--- config.mk ---
export PLATFORM = sky130hd
export DESIGN_NAME = mc_addsub_ctrl
export DESIGN_NICKNAME = d
export VERILOG_FILES = /design/src/rtl/mc_addsub_ctrl.sv
export SDC_FILE = /design/constraint.sdc
export NUM_CORES = 1
export LEC_CHECK = 0
export ABC_AREA = 1
export CELL_PAD_IN_SITES_DETAIL_PLACEMENT = 1
export CELL_PAD_IN_SITES_GLOBAL_PLACEMENT = 1
export CORE_AREA = 3 3 299 301
export CTS_CLUSTER_SIZE = 8
export DETAILED_ROUTE_END_ITERATION = 8
export DIE_AREA = 0 0 302 304
export PLACE_DENSITY_LB_ADDON = 0.08
export RECOVER_POWER = 100
export REMOVE_ABC_BUFFERS = 1
export SLEW_MARGIN = 10
export SYNTH_ARGS = -nofsm -noshare
export SYNTH_HDL_FRONTEND = slang
export SYNTH_SLANG_ARGS = --single-unit
--- constraint.sdc ---
create_clock -name clk -period 11.05 [get_ports clk]
set_input_delay 1.6575 -clock clk [delete_from_list [all_inputs] [get_ports clk]]
set_output_delay 1.6575 -clock clk [all_outputs]
set_load 0.05 [all_outputs]
--- src/rtl/mc_addsub_ctrl.sv ---
// Word-serial K-bit add/subtract controller around one W-bit carry-lookahead slice.
// Operands arrive LSW first; the inter-word carry is held between accepted words.
module mc_addsub_ctrl #(
    parameter int K = 4096,
    parameter int W = 256
) (
    input  logic         clk,
    input  logic         rst,
    input  logic         cmd_valid,
    output logic         cmd_ready,
    input  logic         cmd_sub,
    input  logic         in_valid,
    output logic         in_ready,
    input  logic [W-1:0] in_a,
    input  logic [W-1:0] in_b,
    output logic         out_valid,
    input  logic         out_ready,
    output logic [W-1:0] out_sum,
    output logic         out_last,
    output logic         out_co,
    output logic         busy
);
    localparam int N  = K / W;
    localparam int CW = (N > 1) ? $clog2(N) : 1;

    typedef enum logic [1:0] {IDLE, RUN, DRAIN} state_t;

    state_t        state;
    logic [CW-1:0] cnt;
    logic          carry;
    logic          sub_r;
    logic [W-1:0]  sum_n;
    logic          co_n;
    logic          in_accept;
    logic          cnt_last;

    // Single output register that can be refilled in the same cycle it is drained.
    assign in_ready  = (state == RUN) && (!out_valid || out_ready);
    assign in_accept = in_valid && in_ready;
    assign cnt_last  = (cnt == CW'(N - 1));

    // 4-bit lookahead groups, group carries chained across the slice.
    always_comb begin : slice
        logic [W-1:0] b_x;
        logic [3:0]   g;
        logic [3:0]   p;
        logic [3:0]   cv;
        logic         c;
        // NOTE: every variable gets a value before any branch or loop so no latch is inferred.
        b_x   = in_b ^ {W{sub_r}};
        sum_n = '0;
        g     = '0;
        p     = '0;
        cv    = '0;
        c     = carry;
        for (int gi = 0; gi < W / 4; gi++) begin
            g     = in_a[4*gi +: 4] & b_x[4*gi +: 4];
            p     = in_a[4*gi +: 4] ^ b_x[4*gi +: 4];
            cv[0] = c;
            cv[1] = g[0] | (p[0] & c);
            cv[2] = g[1] | (p[1] & g[0]) | (p[1] & p[0] & c);
            cv[3] = g[2] | (p[2] & g[1]) | (p[2] & p[1] & g[0]) | (p[2] & p[1] & p[0] & c);
            sum_n[4*gi +: 4] = p ^ cv;
            c = g[3] | (p[3] & g[2]) | (p[3] & p[2] & g[1]) | (p[3] & p[2] & p[1] & g[0])
              | (&p & c);
        end
        co_n = c;
    end

    always_ff @(posedge clk or posedge rst) begin
        if (rst) begin
            state     <= IDLE;
            cnt       <= '0;
            carry     <= 1'b0;
            sub_r     <= 1'b0;
            out_valid <= 1'b0;
            out_sum   <= '0;
            out_last  <= 1'b0;
            out_co    <= 1'b0;
            busy      <= 1'b0;
            cmd_ready <= 1'b0;
        end else begin
            // NOTE: registered state uses non-blocking assignments so every read sees the pre-edge value.
            case (state)
                IDLE: begin
                    if (cmd_valid && cmd_ready) begin
                        sub_r     <= cmd_sub;
                        carry     <= cmd_sub;
                        cnt       <= '0;
                        state     <= RUN;
                        busy      <= 1'b1;
                        cmd_ready <= 1'b0;
                    end else begin
                        cmd_ready <= 1'b1;
                    end
                end
                RUN: begin
                    if (in_accept) begin
                        out_sum   <= sum_n;
                        carry     <= co_n;
                        out_valid <= 1'b1;
                        out_last  <= cnt_last;
                        out_co    <= cnt_last ? co_n : 1'b0;
                        cnt       <= cnt_last ? '0 : cnt + CW'(1);
                        if (cnt_last) state <= DRAIN;
                    end else if (out_valid && out_ready) begin
                        out_valid <= 1'b0;
                    end
                end
                DRAIN: begin
                    if (out_valid && out_ready) begin
                        out_valid <= 1'b0;
                        out_last  <= 1'b0;
                        busy      <= 1'b0;
                        state     <= IDLE;
                    end
                end
                default: state <= IDLE;
            endcase
        end
    end
endmodule

==> impl_metrics.tcl <==
set metrics [dict create \
    status "finished, violations left" \
    violations "capacitance limit, slew limit, setup timing" \
    start_util 0.2534 \
    worst_pin_slew_ns 5.219 \
    synth-edff-count 0 \
    die-height_um 304 \
    numCtsBuffers 41 \
    gp_congestion 0.8645 \
    final-hold-violation-count 0 \
    cpLargestDelayFamily "simple AND/OR/NAND/NOR gates" \
    syn-instance-count 2626 \
    setup_violations 19 \
    pwr-share-comb 0.728 \
    peakVddDrop_mv 0.1297 \
    clkPwrFrac 0.113 \
    yosys-top-cells-area "dfrtp_1 (31%), xor2_1 (15%), ha_1 (15%), nand2_1 (9.4%), o21ai_0 (7.2%)" \
    vias 21370 \
    end_kind "flop" \
    overflow 0 \
    tns_ns -2.352 \
    synth_ff_type "dfrtp_1" \
    core_area_sq_mm 0.08689 \
    worstPathRequired_ns 11.47 \
    crit_buf_inv 14 \
    intPower_uw 5149 \
    vias_per_cell 4.477 \
    nets 4412 \
    cts_tree "built" \
    synth-async-reset-ratio 1.000 \
    crit_fanout 2 \
    hpwl_um 77750 \
    power_density_mw_per_mm2 314.3 \
    ios 780 \
    drt_iter0_markers 632 \
    io_buffers 779 \
    fillCellCount 10110 \
    yosysTopAreaCell "dfrtp_1" \
    dieWidth_um 302 \
    hold_path.class "flop to flop" \
    leakage_uw 0.01673 \
    synth.distinct_cells 28 \
    clockRootBuffer "clkbuf_16" \
    crit_path_top_delay_cell "ha_1" \
    hold_ws_ns 0.4720 \
    post-route-period-util 1.020 \
    dr.pass1.iters 4 \
    area_growth_pct 57.78 \
    die_area_sq_mm 0.09181 \
    rsz0062_at_grt "true" \
    finalCriticalPeriod_ns 11.27 \
    crit_top_cell "nand2_2" \
    yosys-top-cells-count "nand2_1 (549), xor2_1 (374), o21ai_0 (316), inv_1 (272), dfrtp_1 (269)" \
    switching_share 0.5285 \
    holdBufCountCts 0 \
    drv_slew 274 \
    syn_area_sq_mm 0.02202 \
    p_sw_uw 5770 \
    clock-sinks 269 \
    yosysMostFrequentCell "nand2_1" \
    worstPathArrival_ns 11.69 \
    wl_per_cell_um 20.40 \
    clockBufferDepth 3 \
    std_cell_rows 108 \
    synth_top_area_frac 0.3058 \
    critPathMaxStageDelay_ns 0.32 \
    grt_antenna_before_repair 48 \
    yosys_warnings 0 \
    grt_pass1_wl_um 144000 \
    start_kind "input pin" \
    drc_errors 0 \
    fin_skew_ns 0.01294 \
    htreeDepth 2 \
    path_clk_slew_ns 0.06 \
    cap_violations 3 \
    layout_setup_ws_ns -0.2242 \
    seq_area_frac_synth 0.3058 \
    dpl_cell_area_sq_mm 0.03195 \
    ant_nets 0 \
    grt_max_degree 129 \
    grt_usage 0.2053 \
    drive_gt1_frac 0.1345 \
    clock_latency_ns 0.57 \
    p_seq_frac 0.159 \
    routed_wl_um 97360 \
    path_class "input pin to flop" \
    synth_area_per_cell_sq_um 8.384 \
    stdcell_area_sq_mm 0.03474 \
    grt_pass1_vias 24030 \
    ys_seq_elements 269 \
    final_core_util 0.3998 \
    max_freq_mhz 88.70 \
    slew_headroom -2.498 \
]
layout by cell type, fill, tap and decap left out, types with 16 or more instances in the layout:
cell type        count
clkdlybuf4s50_1    486
nand2_1            435
xor2_1             360
nand2_2            102
diode_2             34
o21bai_1            22
inv_1              256
dlygate4sd3_1      262
xnor2_1             61
nor2_1             110
nand2_4             17
clkbuf_16           43
o21ai_1             36
dfrtp_1            268
a21oi_1            143
a211oi_1            33
ha_1               251
buf_4              191
o21ai_0            268
nand3_1             16
dlymetal6s2s_1      24
fa_1                53
kinds of logic (layout without fill, tap and decap cells):
| family | count (synthesis) | in the layout | share of synthesized area |
|---|---|---|---|
| AND/OR/NAND/NOR | 696 | 696 | 0.1211 |
| AO/OA/AOI/OAI | 539 | 539 | 0.1300 |
| XOR/XNOR | 440 | 440 | 0.1750 |
| buffers and inverters | 357 | 1314 | 0.06166 |
| adder cells (fa/ha/maj) | 325 | 325 | 0.2065 |
| flip-flops | 269 | 269 | 0.3058 |
| other | 0 | 34 | 0 |
stage by stage:
stage          std cells  setup WS [ns]  total power [uW]
6_report            4772        -0.2242             10920
4_1_cts             4740        -0.9470             11000
3_5_place_dp        4604         -2.824              9323
2_1_floorplan       2541         -5.578              6697
3_3_place_gp        4604         -2.473              9145
5_1_grt             4764         -1.368             11890
layer usage:
metal | wire length (um) | up-vias | global-route usage
met5 | 145 | - | 0
met4 | 4173 | 24 | 0.1063
met3 | 6577 | 184 | 0.06228
met2 | 51380 | 524 | 0.3736
met1 | 35080 | 10260 | 0.2102
li1 | - | 10380 | -
worst register-to-register path, delay by kind of cell (launching register included):
| family | cells | cell delay, ns |
|---|---|---|
| AOI/OAI and AO/OA | 5 | 0.69 |
| xor gates and xnor gates | 2 | 0.49 |
| adders and majority gates | 1 | 0.27 |
| buffers and inverters | 14 | 1.87 |
| DFF | 1 | 0.58 |
| and+or+nand+nor | 100 | 6.94 |
power by group through the flow:
stage | logic (uW) | registers, uW | clock network (uW)
6_report | 7950 | 1740 | 1230
4_1_cts | 7950 | 1760 | 1290
2_1_floorplan | 3230 | 3470 | 0
3_3_place_gp | 7390 | 1750 | 0
5_1_grt | 8760 | 1800 | 1330
3_5_place_dp | 7560 | 1770 | 0
state kept, by name, indices dropped and copies added, names as in the netlist:
signal / count
out_co: 1
state: 2
cnt: 4
out_valid: 1
sub_r: 1
out_last: 1
cmd_ready: 1
carry: 1
out_sum: 256
busy: 1
layout make-up:
| class | instances | area (sq um) | share of cell area |
|---|---|---|---|
| Inverter | 272 | 1055 | 0.03036 |
| Timing Repair Buffer | 985 | 9442 | 0.2718 |
| Multi-Input combinational cell | 2000 | 14790 | 0.4258 |
| Antenna cell | 34 | 85.08 | 0.002449 |
| Clock buffer | 55 | 1171 | 0.03371 |
| Sequential cell | 269 | 6735 | 0.1939 |
| Tap cell | 1155 | 1445 | 0.04160 |
| Clock inverter | 2 | 13.76 | 0.0003962 |
timing repair:
item | in CTS | in global routing
resized for setup | 121 | 233
setup endpoints to repair | 59 | 71
pin swaps | 50 | 137
setup buffers | 79 | 23
final timing paths:
kind                                        start                       end  slack [ns]  depth (start not counted)
max in group asynchronous                     rst         sub_r$_DFFE_PP0P_        2.23                          3
max                                       in_b[6]  out_sum[215]$_DFFE_PP0P_       -0.22                        127
min reg2reg                out_sum[0]$_DFFE_PP0P_    out_sum[0]$_DFFE_PP0P_        0.47                          2
min                        out_sum[0]$_DFFE_PP0P_    out_sum[0]$_DFFE_PP0P_        0.47                          2
max reg2reg                     sub_r$_DFFE_PP0P_  out_sum[215]$_DFFE_PP0P_        0.04                        122
min in group asynchronous                     rst  out_sum[155]$_DFFE_PP0P_        3.14                          2
Power figures use the tool's default switching activity.
